### config.mk
export PLATFORM = sky130hd
export DESIGN_NAME = eq_seq_cmp
export DESIGN_NICKNAME = d
export VERILOG_FILES = /design/src/rtl/eq_seq_pkg.sv /design/src/rtl/eq_seq_cmp_eq2_slice.sv /design/src/rtl/eq_seq_cmp.sv
export SDC_FILE = /design/constraint.sdc
export NUM_CORES = 1
export LEC_CHECK = 0
export BUFFER_PORTS_ARGS = -buffer_cell sky130_fd_sc_hd__buf_4
export CORE_MARGIN = 2
export CORE_UTILIZATION = 29
export DETAILED_ROUTE_END_ITERATION = 12
export GPL_TIMING_DRIVEN = 0
export HOLD_SLACK_MARGIN = 0.05
export PLACE_DENSITY_LB_ADDON = 0.15
export SKIP_LAST_GASP = 1
export SYNTH_ARGS = -nofsm -noshare
export SYNTH_HDL_FRONTEND = slang
export SYNTH_SLANG_ARGS = --single-unit
### constraint.sdc
create_clock -name clk -period 2.05 [get_ports clk]
set_clock_uncertainty 0.05 [all_clocks]
set_input_delay 0.3075 -clock clk [delete_from_list [all_inputs] [get_ports clk]]
set_output_delay 0.3075 -clock clk [all_outputs]
set_load 0.05 [all_outputs]
### src/rtl/eq_seq_pkg.sv
// Shared types and constants for the sequential wide-word equality comparator.
package eq_seq_pkg;

  typedef enum logic [1:0] {IDLE, RUN, DONE} state_t;

  localparam int SLICE_W = 2;

endpackage

### src/rtl/eq_seq_cmp_eq2_slice.sv
// Combinational 2-bit equality comparator in sum-of-products form.
module eq2_slice (
  input  logic [1:0] a,
  input  logic [1:0] b,
  output logic       eq
);

  // One product term per matching 2-bit value.
  assign eq = (~a[1] & ~a[0] & ~b[1] & ~b[0])
            | (~a[1] &  a[0] & ~b[1] &  b[0])
            | ( a[1] & ~a[0] &  b[1] & ~b[0])
            | ( a[1] &  a[0] &  b[1] &  b[0]);

endmodule

### src/rtl/eq_seq_cmp.sv
// Sequential W-bit equality compare, one 2-bit slice per clock.
// Define EQ_SEQ_EARLY_EXIT_EN to finish on the first mismatching slice.
module eq_seq_cmp
  import eq_seq_pkg::*;
#(
  parameter  int W  = 16,
  localparam int NS = W / SLICE_W,
  localparam int IW = (NS > 1) ? $clog2(NS) : 1
) (
  input  logic          clk,
  input  logic          reset_n,
  input  logic          start,
  input  logic          abort,
  input  logic [W-1:0]  a,
  input  logic [W-1:0]  b,
  output logic          ready,
  output logic          done_tick,
  output logic          aeqb,
  output logic [IW-1:0] mis_idx
);

  localparam logic [IW-1:0] LAST_IDX = IW'(NS - 1);

  state_t        state_reg, state_next;
  logic [W-1:0]  a_reg, b_reg;
  logic [IW-1:0] cnt_reg;
  logic          eq_acc_reg;
  logic [IW-1:0] mis_acc_reg;
  logic          aeqb_reg;
  logic [IW-1:0] mis_idx_reg;

  logic slice_eq;
  logic first_mis;
  logic early_hit;
  logic go_done;

  eq2_slice u_slice (
    .a  (a_reg[SLICE_W-1:0]),
    .b  (b_reg[SLICE_W-1:0]),
    .eq (slice_eq)
  );

  assign first_mis = eq_acc_reg & ~slice_eq;

`ifdef EQ_SEQ_EARLY_EXIT_EN
  assign early_hit = first_mis;
`else
  assign early_hit = 1'b0;
`endif

  always_ff @(posedge clk or negedge reset_n) begin
    if (!reset_n) begin
      state_reg <= IDLE;
    end else begin
      state_reg <= state_next;
    end
  end

  // Abort takes priority over finishing on the last slice.
  always_comb begin
    state_next = state_reg;
    go_done    = 1'b0;
    case (state_reg)
      IDLE: begin
        if (start) state_next = RUN;
      end
      RUN: begin
        if (abort) begin
          state_next = IDLE;
        end else if (cnt_reg == LAST_IDX || early_hit) begin
          state_next = DONE;
          go_done    = 1'b1;
        end
      end
      DONE:    state_next = IDLE;
      default: state_next = IDLE;
    endcase
  end

  always_ff @(posedge clk or negedge reset_n) begin
    if (!reset_n) begin
      a_reg       <= '0;
      b_reg       <= '0;
      cnt_reg     <= '0;
      eq_acc_reg  <= 1'b0;
      mis_acc_reg <= '0;
      aeqb_reg    <= 1'b0;
      mis_idx_reg <= '0;
    end else begin
      if (state_reg == IDLE && start) begin
        a_reg       <= a;
        b_reg       <= b;
        cnt_reg     <= '0;
        eq_acc_reg  <= 1'b1;
        mis_acc_reg <= '0;
        aeqb_reg    <= 1'b0;
        mis_idx_reg <= '0;
      end else if (state_reg == RUN && !abort) begin
        a_reg <= a_reg >> SLICE_W;
        b_reg <= b_reg >> SLICE_W;
        if (cnt_reg != LAST_IDX) begin
          cnt_reg <= cnt_reg + 1'b1;
        end
        if (first_mis) begin
          eq_acc_reg  <= 1'b0;
          mis_acc_reg <= cnt_reg;
        end
        // Fold in the slice being compared this cycle when posting the result.
        if (go_done) begin
          aeqb_reg    <= eq_acc_reg & slice_eq;
          mis_idx_reg <= first_mis ? cnt_reg : mis_acc_reg;
        end
      end
    end
  end

  assign ready     = (state_reg == IDLE);
  assign done_tick = (state_reg == DONE);
  assign aeqb      = aeqb_reg;
  assign mis_idx   = mis_idx_reg;

endmodule
* Word-level counts from Yosys, hierarchy flattened
Cells that the tools add are included.
** Word-level totals
- ROM bits :: 0
- Bits in latches :: 0
- Output and inout port bits :: 6
- Memories kept :: 0
- Bits in registers :: 45
- Memory bits (writable) :: 0
- Word-level logic and storage cells :: 75
** Cells by class
- Magnitude comparators :: 0
- Shifts and indexed selects :: 0
- Bitwise gates (word level) :: 22
- Div/mod/pow operators :: 0
- Eq/ne operators :: 6
- Add/subtract/negate cells :: 1
- Multiplexer cells :: 26
- Reductions and logical operators :: 12
- Multipliers :: 0
** Operators by type and width (count)
- 2-to-1 mux 16 bit :: 4
- 2-to-1 mux 3 bit :: 9
- AND 1 bit :: 14
- 2-to-1 mux 1 bit :: 9
- AND reduction 2 bit :: 4
- nonzero test 2 bit :: 4
- 2-to-1 mux 2 bit :: 3
- inequality test 3 bit (second input constant) :: 2
- inverter 1 bit :: 5
- case mux 2 bit (2 select lines) :: 1
- adder 3 x 1 -> 3 bit (second input constant) :: 1
- equality test 3 bit (second input constant) :: 1
- bitwise OR 1 bit :: 3
- equality test 2 x 1 -> 1 bit (second input constant) :: 1
- equality test 2 bit (second input constant) :: 1
- logical AND 1 bit :: 2
- zero test 2 bit :: 1
- inequality test 2 bit (second input constant) :: 1
- zero test 1 bit :: 1

* Logic depth before layout (Yosys ltp)
Gate-level depths: netlist (run 1).
- Word-level depth :: 13
- Mapped depth :: 6

* Cells and area by module
From an unflattened synthesis (run 1), not the netlist that was laid out.
** Unflattened totals
- Cells, all modules :: 193
- Area total of the unflattened synthesis :: 2050.7 um2
** Modules (own cells, without submodules)
- eq_seq_cmp :: instances 1, cells an instance 190, sequential area each 1126.1 um2, area each 2029.4 um2
- eq2_slice :: instances 1, cells an instance 3, sequential area each 0.0 um2, area each 21.3 um2

* Worst setup path before layout (run 1)
OpenSTA, ideal clock, no wires.
- Path type :: reg2reg
- From :: reg state_reg[0]
- To :: reg b_reg[2]
- Data arrival time :: 1.736 ns
- Slack :: 0.143 ns
- Required time :: 1.879 ns
- Cell stages (with the launch flop) :: 6
- Cell sequence :: dfrtp_1 -> nor2_1 -> nand2_1 -> clkbuf_1 -> o22ai_1 -> nor2_1
** On the way
- Cells in the longest elaborated chain, start to end :: 3
- Elaborated cells between the ends (all ways) :: 6
- Classes of those cells :: 1 x eq/ne; 1 x mux; 4 x reduce/logical
** Ends and longest elaborated chain
- start, declared :: line eq_seq_cmp.sv:24 : state_t state_reg, state_next;
- start signal, assigned :: line eq_seq_cmp.sv:55 : state_reg <= state_next;
- zero test 2 bit *
- named net ready :: line eq_seq_cmp.sv:16 : output logic ready,
- logical AND 1 bit * :: line eq_seq_cmp.sv:90 : if (state_reg == IDLE && start) begin
- 2-to-1 mux 16 bit or nonzero test 2 bit (tied branches)
- end signal, assigned :: line eq_seq_cmp.sv:100 : b_reg <= b_reg >> SLICE_W;
- end, declared :: line eq_seq_cmp.sv:25 : logic [W-1:0] a_reg, b_reg;
Mark *: on every way through the listed nets, which the timed path passes. The rest lies on a longest branch.
A chain may end at the register's enable or synchronous reset.

* Worst setup path after layout (run 1)
- From :: reg cnt_reg[0]
- To :: reg aeqb_reg, in the netlist aeqb
** On the way
- Cells in the longest elaborated chain, start to end :: 6
** Ends and longest elaborated chain
- start, declared :: line eq_seq_cmp.sv:26 : logic [IW-1:0] cnt_reg;
- start signal, assigned :: line eq_seq_cmp.sv:102 : cnt_reg <= cnt_reg + 1'b1;
- equality test 3 bit :: line eq_seq_cmp.sv:70 : end else if (cnt_reg == LAST_IDX || early_hit) begin
- 2-to-1 mux 1 bit :: line eq_seq_cmp.sv:70
- 2-to-1 mux 1 bit :: line eq_seq_cmp.sv:68 : if (abort) begin
- 2-to-1 mux 1 bit :: line eq_seq_cmp.sv:63 : case (state_reg)
- nonzero test 2 bit (no source line)
- AND reduction 2 bit (no source line)
- end signal, assigned :: line eq_seq_cmp.sv:110 : aeqb_reg <= eq_acc_reg & slice_eq;
- end, declared :: line eq_seq_cmp.sv:29 : logic aeqb_reg;
No other way between the ends.

==> results.sh, run 1 <==
export IMPL_status="finished, final reports clean"
export IMPL_clockBufferDepth=2
export IMPL_routed_via_density=4.78
export IMPL_cp_top_family="simple AND/OR/NAND/NOR gates"
export IMPL_die_height_um=86.2
export IMPL_numClockSinks=45
export IMPL_power_frac_seq_pct=45.2
export IMPL_crit_buf_inv=0
export IMPL_hp_class="input pin to flip-flop"
export IMPL_syn_cell_area_um2=1960
export IMPL_path_cells="ha_1 > ha_1 > nand3b_1 > a21o_1 > or4_1 > a21oi_1"
export IMPL_worst_slew_pin_slew_ns=0.578
export IMPL_synth_compound_area_share_pct=16.4
export IMPL_power_leakage_nw=1.23
export IMPL_netlist_instances=204
export IMPL_synth_nets=242
export IMPL_ant_nets=0
export IMPL_die_area_um2=7430
export IMPL_worstPathRequired_ns=2.23
export IMPL_maxCapViolations=0
export IMPL_power_density_nw_per_um2=1340
export IMPL_drc_errors=0
export IMPL_power_w=0.00333
export IMPL_cp_slowest_stage_delay_ns=0.42
export IMPL_ys_ff_latch=45
export IMPL_setup_viol=0
export IMPL_worstPathMaxFanout=6
export IMPL_path_class="flip-flop to flip-flop"
export IMPL_synth_xor_xnor_area_share_pct=1.34
export IMPL_muxShareOfSynthArea_pct=1.53
export IMPL_rows=29
export IMPL_timing_slew_headroom_pct=61.5
export IMPL_io_pins=42
export IMPL_critical_path_slowest_cell="dfrtp_1"
export IMPL_first_iter_violations=81
export IMPL_switching_power_w=0.00128
export IMPL_crit_path_end="aeqb$_DFFE_PN0P_"
export IMPL_cts_resized_gates=0
export IMPL_insertion_delay_ns=0.29
export IMPL_vias=1583
export IMPL_nNetsFinal=291
export IMPL_path_clk_slew_ns=0.08
export IMPL_ys_seq_area_share_pct=57.4
export IMPL_io_buffers=41
export IMPL_core_area_um2=6460
export IMPL_path_depth=6
export IMPL_comb_power_share_pct=36.7
export IMPL_clock_fmax_ghz=0.532
export IMPL_endpoint_kind="flip-flop"
export IMPL_grt_overflow_total=0
export IMPL_period_minus_slack_ns=1.88
export IMPL_htree_levels=2
export IMPL_ys_types=28
export IMPL_syn_avg_cell_area_um2=9.61
export IMPL_ys_warn_count=0
export IMPL_cp_common_cell="ha_1"
export IMPL_n_antenna_cell=0
export IMPL_postCtsSetupBuffers=0
export IMPL_worstReg2RegEnd="aeqb$_DFFE_PN0P_"
export IMPL_synthSimpleGateAreaFrac_pct=19.1
export IMPL_min_period_over_period_pct=91.6
export IMPL_syn_to_final_growth_pct=26.3
export IMPL_arrival_ns=2.05
export IMPL_synth_top_family_by_area="simple AND/OR/NAND/NOR gates"
export IMPL_cts_tree="built"
export IMPL_antenna_found_initial=0
export IMPL_grt_setup_unrepaired="false"
export IMPL_routed_wl_um=4580
export IMPL_drive_gt1_share_pct=22.4
export IMPL_finalSetupTns_ns=0
export IMPL_die_w_um=86.2
export IMPL_place_hpwl_um=3240
export IMPL_final_core_utilization_pct=38.3
export IMPL_grt_max_degree=46
export IMPL_r2r_cells=6
export IMPL_placedInstanceArea_um2=2360
export IMPL_start_util_pct=30.4
export IMPL_clock_tree_root_cell="clkbuf_8"
export IMPL_power_internal_w=0.00204
export IMPL_synthAdderAreaFrac_pct=1.28
export IMPL_peakVddDrop_uv=455
export IMPL_r2r_slack_ns=0.17
export IMPL_hold_viol=0
export IMPL_gp_congestion=0.724
export IMPL_stdcell_area_um2=2480
export IMPL_drv_slew=0
export IMPL_wl_per_cell_um=13.8
export IMPL_power_frac_clock_pct=18.1
export IMPL_grt_pass1_vias=1482
export IMPL_r2r_start="cnt_reg[0]$_DFFE_PN0P_"
export IMPL_switching_share_pct=38.5
export IMPL_grt_pass1_wl_um=7630
export IMPL_hold_start="a[7]"
export IMPL_crit_start="cnt_reg[0]$_DFFE_PN0P_"
export IMPL_drt_first_pass_iters=4
export IMPL_start_kind="flip-flop"
export IMPL_cts_made_buffers=5
export IMPL_grt_usage_pct=13.2
[metal layers]
metal | global-route usage (%) | share of wire [%] | up-vias
met5 | 0 | 0 | -
met1 | 19.0 | 48 | 725
met3 | 3.62 | 6.8 | 8
met4 | 4.26 | 1.3 | 0
met2 | 19.2 | 44 | 55
li1 | - | - | 795
[logic make-up after synthesis]
| kind of cell | count (synthesis) |
|---|---|
| XOR/XNOR | 3 |
| AO/OA/AOI/OAI | 48 |
| buffers and inverters | 13 |
| flip-flops | 45 |
| multiplexers | 3 |
| adder cells (fa/ha/maj) | 2 |
| AND/OR/NAND/NOR | 90 |
[worst min-delay path, stage by stage]
cell	delay, ns
buf_4	0.08
a22oi_1	0.05
nand2_1	0.05
[synthesized netlist by cell type (all sizes together)]
| cell | instances | share of area [%] |
|---|---|---|
| nand2 | 65 | 12 |
| dfrtp | 45 | 57 |
| a22oi | 19 | 7.3 |
| nor2 | 15 | 3.0 |
| o21ai | 10 | 2.6 |
| a31oi | 7 | 2.2 |
| buf | 6 | 1.5 |
| clkbuf | 5 | 0.96 |
| a21oi | 4 | 1.0 |
| a22o | 4 | 1.8 |
| mux2i | 3 | 1.5 |
| ha | 2 | 1.3 |
| inv | 2 | 0.38 |
| nand2b | 2 | 0.64 |
| nor3 | 2 | 0.51 |
| nor3b | 2 | 1.0 |
| o22ai | 2 | 0.64 |
| xor2 | 2 | 0.89 |
| a21o | 1 | 0.38 |
| nand3b | 1 | 0.38 |
| nor2b | 1 | 0.32 |
| o211a | 1 | 0.51 |
| or3b | 1 | 0.45 |
| or4 | 1 | 0.38 |
| xnor2 | 1 | 0.45 |
[final cells by class]
cell class	instances	area, um^2
fill	686	3980
sequential	45	1130
clock buffer	7	96.3
buffer	11	48.8
tap	77	96.3
multi-input combinational	146	778
inverter	2	7.51
clock inverter	1	5.00
timing repair buffer	42	318
[what timing repair did]
item	4_1_cts	5_1_grt
hold buffers	1	0
endpoints found under the hold margin	45	0
endpoints found under the setup margin	0	0
[how the worst min path moves through the flow]
stage                                         to  slack [ns]  cells past startpoint
after floorplan             a_reg[0]$_DFFE_PN0P_       -0.04                      0
after global placement    mis_idx[0]$_DFFE_PN0P_        0.31                      1
after detailed placement  mis_idx[0]$_DFFE_PN0P_        0.30                      1
after CTS                   a_reg[3]$_DFFE_PN0P_        0.16                      3
after global routing       b_reg[11]$_DFFE_PN0P_        0.16                      3
final                       a_reg[7]$_DFFE_PN0P_        0.18                      3
[through the flow]
stage / hold WS [ns] / worst slack (ns) / cells
floorplan: -0.0381 / 0.143 / 204
global placement: 0.308 / 0.190 / 322
detailed placement: 0.303 / 0.191 / 322
CTS: 0.163 / 0.161 / 331
global route: 0.157 / 0.00338 / 331
finish: 0.176 / 0.172 / 331
[cell usage in the layout (no fill, tap or decap), types with 5 or more instances in the layout]
cell / synthesis / layout
clkbuf_1: 5 / 5
buf_4: 0 / 41
dfrtp_1: 45 / 45
buf_2: 6 / 6
nor2_1: 14 / 14
clkbuf_8: 0 / 7
a22oi_1: 19 / 19
a31oi_1: 7 / 7
o21ai_0: 9 / 9
nand2_1: 65 / 65
[power groups by stage]
stage,registers (W),logic (W),clock network (W)
2_1_floorplan,0.00155,0.000805,0
3_3_place_gp,0.00152,0.00122,0
3_5_place_dp,0.00152,0.00123,0
6_report,0.00150,0.00122,0.000602
4_1_cts,0.00150,0.00124,0.000632
5_1_grt,0.00156,0.00138,0.000684
No activity file was read; power rests on OpenSTA's default activity.
==> run 2, diff against run 1 <==
--- a/config.mk
+++ b/config.mk
@@ -7,7 +7,7 @@
 export LEC_CHECK = 0
 export BUFFER_PORTS_ARGS = -buffer_cell sky130_fd_sc_hd__buf_4
 export CORE_MARGIN = 2
-export CORE_UTILIZATION = 29
+export CORE_UTILIZATION = 30
 export DETAILED_ROUTE_END_ITERATION = 12
 export GPL_TIMING_DRIVEN = 0
 export HOLD_SLACK_MARGIN = 0.05
==> constraint.sdc (replaced) <==
create_clock -name clk -period 2.1 [get_ports clk]
set_clock_uncertainty 0.05 [all_clocks]
set_input_delay 0.315 -clock clk [delete_from_list [all_inputs] [get_ports clk]]
set_output_delay 0.315 -clock clk [all_outputs]
set_load 0.05 [all_outputs]
==> results.sh, run 2 (synthesized netlist as in run 1, its figures left out) <==
export IMPL_status="finished, final reports clean"
export IMPL_routed_wl_um=4660
export IMPL_core_area_um2=6350
export IMPL_highest_layer="met4"
export IMPL_dp_cells=322
export IMPL_insertion_delay_ns=0.29
export IMPL_numClockSinks=45
export IMPL_first_iter_violations=101
export IMPL_endpoint_kind="flip-flop"
export IMPL_postCtsHoldBufs=1
export IMPL_layout_commonest_cell="nand2_1"
export IMPL_start_kind="flip-flop"
export IMPL_finalNonFillerCells=331
export IMPL_crit_path_end="aeqb$_DFFE_PN0P_"
export IMPL_nFillCells=687
export IMPL_wl_per_cell_um=14.1
export IMPL_cts_tree="built"
export IMPL_pre_cts_slack_ns=0.233
export IMPL_vias=1590
export IMPL_final_core_utilization_pct=39.0
export IMPL_wl_met1_um=2400
export IMPL_min_period_over_period_pct=89.1
export IMPL_rows=29
export IMPL_wl_met3_um=239
export IMPL_n_antenna_cell=0
export IMPL_r2r_cells=6
export IMPL_wl_met2_um=1960
export IMPL_grt_max_degree=46
export IMPL_most_common_layout_cells="nand2_1, dfrtp_1, buf_4"
export IMPL_drt_first_pass_iters=4
export IMPL_die_area_um2=7200
export IMPL_arrival_ns=2.05
export IMPL_nNetsFinal=291
export IMPL_path_class="flip-flop to flip-flop"
export IMPL_clockBufferDepth=2
export IMPL_drc_errors=0
export IMPL_worstPathRequired_ns=2.27
export IMPL_grt_usage_pct=13.8
export IMPL_regArea_um2=1130
export IMPL_grt_pass1_vias=1587
export IMPL_ant_nets=0
export IMPL_worst_slew_pin_slew_ns=0.595
export IMPL_clock_tree_root_cell="clkbuf_8"
export IMPL_peakVddDrop_uv=536
export IMPL_grt_setup_unrepaired="false"
export IMPL_r2r_slack_ns=0.23
export IMPL_layout_setup_ws_ns=0.228
export IMPL_routed_via_density=4.80
export IMPL_multi_input_area_um2=778
export IMPL_cts_resized_gates=0
export IMPL_die_w_um=84.8
export IMPL_grt_overflow_total=0
export IMPL_hold_worst_slack_ns=0.187
export IMPL_htree_levels=2
export IMPL_hold_viol=0
export IMPL_drv_slew=0
export IMPL_hp_class="input pin to flip-flop"
export IMPL_grt_pass1_wl_um=7870
export IMPL_crit_start="cnt_reg[0]$_DFFE_PN0P_"
export IMPL_start_util_pct=30.9
export IMPL_gp_congestion=0.725
export IMPL_power_leakage_nw=1.23
export IMPL_maxCapViolations=0
export IMPL_clock_fmax_ghz=0.534
export IMPL_timing_slew_headroom_pct=60.4
export IMPL_cts_made_buffers=5
export IMPL_path_clk_slew_ns=0.09
export IMPL_antenna_found_initial=0
export IMPL_worstReg2RegEnd="aeqb$_DFFE_PN0P_"
export IMPL_period_minus_slack_ns=1.87
export IMPL_drive_gt1_share_pct=22.4
export IMPL_worstPathMaxFanout=6
export IMPL_postCtsSetupBuffers=0
export IMPL_die_height_um=84.8
export IMPL_io_pins=42
export IMPL_place_hpwl_um=3230
export IMPL_syn_to_final_growth_pct=26.3
export IMPL_io_buffers=41
export IMPL_power_density_nw_per_um2=1310
export IMPL_r2r_start="cnt_reg[0]$_DFFE_PN0P_"
export IMPL_finalSetupTns_ns=0
export IMPL_setup_viol=0
## run 2: cell counts in the layout (fill, tap and decap cells not counted)
No cell type changed its count.
## run 2: worst min-delay path by stage
stage | slack [ns] | cells after the start | endpoint | from
after CTS | 0.18 | 3 | a_reg[11]$_DFFE_PN0P_ | a[11]
after global routing | 0.18 | 3 | a_reg[5]$_DFFE_PN0P_ | a[5]
after floorplan | -0.03 | 0 | a_reg[0]$_DFFE_PN0P_ | reset_n
after detailed placement | 0.32 | 1 | mis_idx[2]$_DFFE_PN0P_ | reset_n
after global placement | 0.32 | 1 | mis_idx[2]$_DFFE_PN0P_ | reset_n
final | 0.19 | 3 | a_reg[11]$_DFFE_PN0P_ | a[11]
## run 2: stage by stage
| stage | instance area (um^2) | power [W] |
|---|---|---|
| after floorplan | 1960 | 0.00230 |
| after global placement | 2360 | 0.00267 |
| after detailed placement | 2360 | 0.00269 |
| after CTS | 2480 | 0.00329 |
| after global routing | 2480 | 0.00353 |
| final | 2480 | 0.00325 |
## run 2: area by class of cell
cell class,instances,share of cell area [%]
sequential,45,45.5
multi-input combinational,146,31.4
timing repair buffer,42,12.8
clock buffer,7,3.89
tap,77,3.89
buffer,11,1.97
inverter,2,0.303
clock inverter,1,0.202
## run 2: metal layers
metal / global-route usage (%) / vias to the layer above
met1: 20.5 / 744
li1: - / 796
met2: 20.0 / 43
met3: 3.31 / 7
met5: 0 / -
met4: 4.04 / 0
## run 2: where the power goes
| group | internal (W) | total (W) | switching, W |
|---|---|---|---|
| clock network | 0.000298 | 0.000595 | 0.000297 |
| registers | 0.00124 | 0.00146 | 0.000225 |
| logic | 0.000458 | 0.00119 | 0.000733 |
## run 2: worst max-delay path, cell delays in order (launching register included)
cell and delay (ns):
dfrtp_1 0.42, ha_1 0.17, ha_1 0.26, nand3b_1 0.10
a21o_1 0.25, or4_1 0.41, a21oi_1 0.15
